`src/rtl/cpu6_shftctl.sv`:
```
// cpu6_shftctl: multi-cycle shift sequencer for the cpu6 execute stage.
// Shifts STEP bits per cycle and stalls the pipeline until the result of
// SLL/SRL/SRA (and immediate forms) is ready, instead of a barrel shifter.
module cpu6_shftctl #(
  parameter int XLEN    = 32,
  parameter int SHAMT_W = 5,
  parameter int STEP    = 1
) (
  input  logic               clk,
  input  logic               resetn,
  input  logic               shft_en,
  input  logic               shft_lr,
  input  logic               shft_arith,
  input  logic [XLEN-1:0]    shft_src,
  input  logic [SHAMT_W-1:0] shft_amt,
  input  logic               ex_flush,
  output logic               shft_stall,
  output logic               shft_done,
  output logic [XLEN-1:0]    shft_result,
  output logic               shft_busy
);

  typedef enum logic [1:0] {
    IDLE  = 2'd0,
    SHIFT = 2'd1,
    DONE  = 2'd2
  } state_t;

  localparam logic [SHAMT_W-1:0] STEP_AMT = SHAMT_W'(STEP);

  state_t             state_q, state_d;
  logic [XLEN-1:0]    data_q, data_d;
  logic [SHAMT_W-1:0] cnt_q, cnt_d;
  logic               dir_q, dir_d;
  logic               ar_q, ar_d;

  logic               accept;
  logic [SHAMT_W-1:0] step_n;
  logic [SHAMT_W-1:0] cnt_rem;

  // Per-cycle shift amount (never more than what is left) and accept decode.
  always_comb begin
    step_n  = (cnt_q < STEP_AMT) ? cnt_q : STEP_AMT;
    cnt_rem = cnt_q - step_n;
    accept  = (state_q == IDLE) && shft_en && !ex_flush;
  end

  // Next-state and datapath update; a flush wins over everything.
  always_comb begin
    // NOTE: every variable gets a hold value first so no path leaves it
    // unassigned, which would otherwise infer a latch.
    state_d = state_q;
    data_d  = data_q;
    cnt_d   = cnt_q;
    dir_d   = dir_q;
    ar_d    = ar_q;

    if (ex_flush) begin
      state_d = IDLE;
    end else begin
      case (state_q)
        IDLE: begin
          if (accept) begin
            data_d  = shft_src;
            cnt_d   = shft_amt;
            dir_d   = shft_lr;
            ar_d    = shft_arith & shft_lr;
            state_d = (shft_amt != '0) ? SHIFT : DONE;
          end
        end
        SHIFT: begin
          if (!dir_q) begin
            data_d = data_q << step_n;
          end else if (ar_q) begin
            data_d = XLEN'($signed(data_q) >>> step_n);
          end else begin
            data_d = data_q >> step_n;
          end
          cnt_d = cnt_rem;
          if (cnt_rem == '0) begin
            state_d = DONE;
          end
        end
        DONE:    state_d = IDLE;
        default: state_d = IDLE;
      endcase
    end
  end

  // State and datapath registers with synchronous active-low reset.
  always_ff @(posedge clk) begin
    // NOTE: sequential state uses non-blocking assignments so every flop
    // samples its pre-edge inputs regardless of statement order.
    if (!resetn) begin
      state_q <= IDLE;
      data_q  <= '0;
      cnt_q   <= '0;
      dir_q   <= 1'b0;
      ar_q    <= 1'b0;
    end else begin
      state_q <= state_d;
      data_q  <= data_d;
      cnt_q   <= cnt_d;
      dir_q   <= dir_d;
      ar_q    <= ar_d;
    end
  end

  // Pipeline-facing outputs; stall drops in DONE so EX advances with the result.
  always_comb begin
    shft_stall  = accept || ((state_q == SHIFT) && !ex_flush);
    shft_done   = (state_q == DONE) && !ex_flush;
    shft_busy   = (state_q != IDLE);
    shft_result = data_q;
  end

endmodule

```
`config.mk`:
```
export PLATFORM = sky130hd
export DESIGN_NAME = cpu6_shftctl
export DESIGN_NICKNAME = d
export VERILOG_FILES = /design/src/rtl/cpu6_shftctl.sv
export SDC_FILE = /design/constraint.sdc
export NUM_CORES = 1
export LEC_CHECK = 0
export ABC_AREA = 1
export CAP_MARGIN = 40
export CORE_ASPECT_RATIO = 1.5
export CORE_MARGIN = 2
export CORE_UTILIZATION = 44
export CTS_BUF_LIST = sky130_fd_sc_hd__clkbuf_16
export DETAILED_ROUTE_END_ITERATION = 16
export PLACE_DENSITY = 0.78
export SYNTH_ARGS = -nofsm -noshare
export SYNTH_HDL_FRONTEND = slang
export SYNTH_SLANG_ARGS = --single-unit
```
`constraint.sdc`:
```
create_clock -name clk -period 1.61 [get_ports clk]
set_clock_uncertainty 0.05 [all_clocks]
set_input_delay 0.322 -clock clk [delete_from_list [all_inputs] [get_ports clk]]
set_output_delay 0.322 -clock clk [all_outputs]
set_load 0.01 [all_outputs]
```
# == After elaboration in Yosys (flattened, before gate mapping) ==
# Cells that the tools add are included.
# totals
output_inout_bits,35
wordCells,43
regBits,41
in_bits,43
# op_classes
shifts,3
n_reduce_logical,15
bitwise_logic,3
n_addsub,1
muxes,11
n_eq_ne,4
magnitude_cmp,1
# op_table
operator,count
32-bit two-way mux,3
32-bit one-hot mux with 2 select lines,1
32-bit by 5-bit left shift with 32-bit output,1
32-bit by 5-bit right shift with 32-bit output,1
32-bit by 5-bit >>> shifter with 32-bit output,1
5-bit two-way mux,2
5-bit one-hot mux with 2 select lines,1
2-bit two-way mux,3
3-bit AND reduction,2
5-bit logical NOT,1
5-bit by 1-bit less-than comparator with 1-bit output (second input constant),1
5-bit nonzero test,1
5-bit subtractor,1
1-bit logical AND,4
2-bit inequality test (second input constant),2
2-bit one-hot mux with 2 select lines,1
2-bit nonzero test,2
2-bit by 1-bit == test with 1-bit output (second input constant),1
2-bit == test (second input constant),1
2-bit logical NOT,1
1-bit NOT,2
2-bit AND reduction,1
2-bit OR reduction,1
1-bit bitwise AND,1
2 further kinds,2

# == Depth between registers and ports, before layout ==
# depth
word_depth,6
mapped_depth,12

# == Least setup slack after synthesis ==
# No wires, ideal clock.
# synth_timing
path_type,register to register
start,register cnt_q[1]
end,register state_q[0]
t_arrival_ps,1528
path_buffers,0
setup_time_ps,109
stages_incl_launch_ff,11
slack_ps,-77
t_required_ps,1451
path_cell_list,dfxtp_1 nor2_4 nand2_1 nand2_1 ha_1 inv_1 or2_2 o21ai_0 nand3_1 nand2_1 inv_1
# synth_via
elab_chain_len,6
# synth_lines
item,line,text
start: declaration,33,"logic [SHAMT_W-1:0] cnt_q, cnt_d;"
start signal: assignment,103,cnt_q <= cnt_d;
5-bit by 1-bit less-than comparator with 1-bit output,43,step_n = (cnt_q < STEP_AMT) ? cnt_q : STEP_AMT;
5-bit two-way mux,43,
5-bit subtractor (*),44,cnt_rem = cnt_q - step_n;
5-bit logical NOT (*),80,if (cnt_rem == '0) begin
2-bit inequality test (no line) (*),n/a,
2-bit AND reduction (no line) (*),n/a,
end signal: assignment,101,state_q <= state_d;
end: declaration,31,"state_t state_q, state_d;"
# Mark *: on every way between the ends. The rest lies on a longest branch, timed or not.
# A chain may end at the register's enable or synchronous reset.

# == Final worst setup path ==
# layout_timing
start,register data_q[8] (netlist: shft_result[8])
end,output shft_result[8]
# layout_lines
item,line,text
start: declaration,32,"logic [XLEN-1:0] data_q, data_d;"
start signal: assignment,102,data_q <= data_d;
end: declaration,19,"output logic [XLEN-1:0] shft_result,"
# No word-level cell between the ends.

==> impl_metrics.csv <==
group,metric,value,unit
worst_setup_path,critPathKind,"reg2out",
detailed_routing,maxUsedRoutingLayer,"met4",
timing,fin_crit_sh,0.9866,
power_and_ir_drop,vdd_drop_max,0.4622,mV
floorplanning,dieWidth,68.30,µm
layout,synthToLayoutAreaGrowth,44.20,%
outcome,status,"finished, final reports clean",
cts,numCtsBuffers,5,
worst_setup_path,arrival,1220,ps
floorplanning,rows,35,
floorplanning,fp.dieArea,0.006861,mm²
worst_setup_path,cpLargestDelayFamily,"buffers and inverters",
synth,ys_ff_latch,41,
worst_setup_path,critical_path.endpoint,"shft_result[8]",
timing,final.setup.worst_slack,21.55,ps
layout,seqCellArea,834.6,µm²
placed_design,portBuffers,77,
worst_setup_path,r2r-end,"state_q[0]$_SDFFE_PP0P_",
timing,drv_slew,0,
detailed_routing,dr_wl_met2,4.562,mm
detailed_routing,route.detailed.drc,0,
synth,synth_edf_count,0,
synth,synth_fa_ha_area_frac,0.004585,
worst_setup_path,rrSetupSlack,60,ps
worst_setup_path,crit_chain,"clkdlybuf4s50_1",
floorplanning,start_util,0.4483,
layout,nets,598,
power_and_ir_drop,p_sw_frac,0.3188,
placed_design,gp_congestion,0.8426,
layout,final_cell_count_no_fill,629,
timing,hold_violations,0,
synth,ys_types,27,
worst_setup_path,cp_slowest_cell,"clkdlybuf4s50_1",
detailed_routing,met3_length,474,µm
detailed_routing,drt-vias-per-instance,5.304,
detailed_routing,postRouteAntennaNets,0,
floorplanning,io_pins,78,
synth,synth_compound_area_frac,0.1802,
global_routing,grt_pass1_vias,3145,
power_and_ir_drop,clkPwrFrac,0.318,
synth,ys_async_sr_fraction,0,
worst_setup_path,r2r_start,"cnt_q[4]$_SDFFE_PN0P_",
worst_setup_path,critPathMaxStageDelay,560,ps
worst_setup_path,path_buf_inv,1,
cts,clock_latency,290,ps
power_and_ir_drop,p_int,0.002060,W
power_and_ir_drop,net-switching-power,0.0009642,W
worst_setup_path,critPathLaunch,"shft_result[8]$_SDFFE_PN0P_",
synth,synth-simple-area-share,0.4154,
global_routing,antenna_found_initial,0,
worst_setup_path,end_kind,"output port",
cts,cts_root_buf,"clkbuf_16",
synth,avgSynthCellArea,5.818,µm²
global_routing,overflow,0,
power_and_ir_drop,p_seq_frac,0.381,
cts,cts_max_path_buffers,2,
synth,synth_top_family_by_area,"simple AND/OR/NAND/NOR gates",
cts,htreeDepth,2,
floorplanning,die_h,100.5,µm
worst_setup_path,worst_setup_path_start_kind,"flop",
detailed_routing,dr.pass1.iters,5,
timing,setup_viol,0,
layout,fin_area,0.003935,mm²
synth,muxShareOfSynthArea,0,
cts,cts_hold_repair.buffers,0,
detailed_routing,routed-via-count,3336,
timing,slew_headroom,0.7797,
placed_design,placed_cell_area,0.003692,mm²
global_routing,grt_usage,0.2588,
worst_setup_path,r2r_cells,10,
worst_setup_path,critical_path_required,1240,ps
floorplanning,core-area,0.006087,mm²
flow_run,drv_cap,0,
detailed_routing,wire_per_inst,13.70,µm
cts,clkTransAtPathRegs,60,ps
synth,ys_seq_area_frac,0.3008,
power_and_ir_drop,comb_power_share,0.301,
detailed_routing,wirelength,8.620,mm
worst_setup_path,crit_cells,1,
synth,synthesis.instances,469,
power_and_ir_drop,powerDensity,768.6,mW/mm²
synth,netlist_area,0.002729,mm²
hold_path,worstHoldPathType,"reg2reg",
synth,ys.flop_type,"dfxtp_1",
timing,clock.fmax,629.5,MHz
placed_design,dp_slack,-444.8,ps
placed_design,dp_hpwl,6.193,mm
power_and_ir_drop,leakage,1.867,nW
detailed_routing,wl_met1,3.342,mm
synth,yosys_warnings,0,
worst_setup_path,crit_fanout,4,
cts,clock-sinks,41,
layout,drive_gt1_frac,0.1189,
placed_design,numPlacedInstances,619,
layout,diodes,0,
layout,fillers,571,
layout,fin_util,0.6465,
timing,worstMarginPinSlew,329.9,ps
synth,synth-xor-area-share,0,
global_routing,grt_pass1_wl,13.78,mm
layout,multiInputGateArea,0.001672,mm²
detailed_routing,drt-initial-drc-count,161,
global_routing,grt_max_degree,35,
timing,post-route-min-period,1588,ps
cts,cts_tree,"yes",
synth,syn_nets,513,
timing,rsz0062_at_grt,"yes",
## metal layers
| metal | vias up | track usage |
|---|---|---|
| met5 | - | 0 |
| met1 | 1502 | 0.2886 |
| met3 | 18 | 0.03464 |
| met2 | 129 | 0.4735 |
| met4 | 0 | 0.1077 |
| li1 | 1687 | - |
## per-stage QoR
step                      setup TNS, ps  hold slack (ps)  power [W]
after detailed placement          -9402            417.5   0.002041
after CTS                        -12.31            427.7   0.002986
after global placement            -7364            410.8   0.002023
after floorplan                       0            393.9   0.001663
final                                 0            431.4   0.003025
after global routing             -130.4            470.4   0.003170
## power groups by stage
stage                     Sequential (W)  Clock, W  Combinational, W
after floorplan                  0.00118         0          0.000486
after global placement           0.00117         0          0.000853
after detailed placement         0.00117         0          0.000870
after CTS                        0.00115  0.000971          0.000866
after global routing             0.00116   0.00101           0.00101
final                            0.00115  0.000961          0.000910
## cell usage in the layout (no fill, tap or decap), drive strengths merged
master	netlist	routed
nand4	3	3
buf	20	29
clkdlybuf4s50	0	46
o2bb2ai	1	1
dlygate4sd2	0	12
nand2	145	145
dlymetal6s2s	0	17
nand3	45	45
a21oi	55	55
ha	1	1
nor3	2	2
clkbuf	8	5
o22ai	3	3
clkdlybuf4s15	0	2
o21ai	34	34
o211ai	1	1
or2	1	1
dfxtp	41	41
nor2	77	77
inv	32	35
## Yosys cell counts (2+ instances only)
cell type | count | share of area
o21ai_0 | 31 | 0.057
clkbuf_1 | 8 | 0.011
nor2_4 | 3 | 0.012
nor3_1 | 2 | 0.0037
nand4_1 | 3 | 0.0069
buf_2 | 15 | 0.028
nand3_1 | 44 | 0.081
o21ai_2 | 2 | 0.0064
nand2_1 | 144 | 0.20
dfxtp_1 | 41 | 0.30
o22ai_1 | 3 | 0.0069
a21oi_1 | 54 | 0.099
inv_1 | 26 | 0.036
inv_2 | 6 | 0.0083
nor2_1 | 73 | 0.10
buf_6 | 3 | 0.012
## sequential cells by signal, summed over array words and instances, names as in the netlist
name         flops
cnt_q            5
dir_q            1
state_q          2
ar_q             1
shft_result     32
## area by class of cell
| class | count | area share |
|---|---|---|
| tap | 74 | 0.02353 |
| sequential | 41 | 0.2121 |
| inverter | 32 | 0.03116 |
| timing repair buffer | 106 | 0.2738 |
| clock buffer | 5 | 0.03180 |
| multi-input combinational | 368 | 0.4248 |
| clock inverter | 3 | 0.002862 |
## kinds of logic (layout without fill, tap and decap cells)
kind of cell,Yosys count,count (layout)
simple gates,273,273
buf+inv,60,146
compound gates,94,94
flops,41,41
fa+ha+maj,1,1
## what timing repair did
item                       4_1_cts  5_1_grt
gates resized for setup         24       37
cloned                           0        0
pin swaps                        1        7
setup endpoints to repair       32       48
buffers inserted                 0        2
## how the worst min path moves through the flow
stage / from / endpoint / slack (ps) / cells after the start
detailed placement: ar_q$_SDFFE_PN0P_ / ar_q$_SDFFE_PN0P_ / 420 / 2
finish: ar_q$_SDFFE_PN0P_ / ar_q$_SDFFE_PN0P_ / 430 / 2
floorplan: ar_q$_SDFFE_PN0P_ / ar_q$_SDFFE_PN0P_ / 390 / 2
CTS: ar_q$_SDFFE_PN0P_ / ar_q$_SDFFE_PN0P_ / 430 / 2
global placement: ar_q$_SDFFE_PN0P_ / ar_q$_SDFFE_PN0P_ / 410 / 2
global route: ar_q$_SDFFE_PN0P_ / ar_q$_SDFFE_PN0P_ / 470 / 2
(Power assumes the default switching activity.)
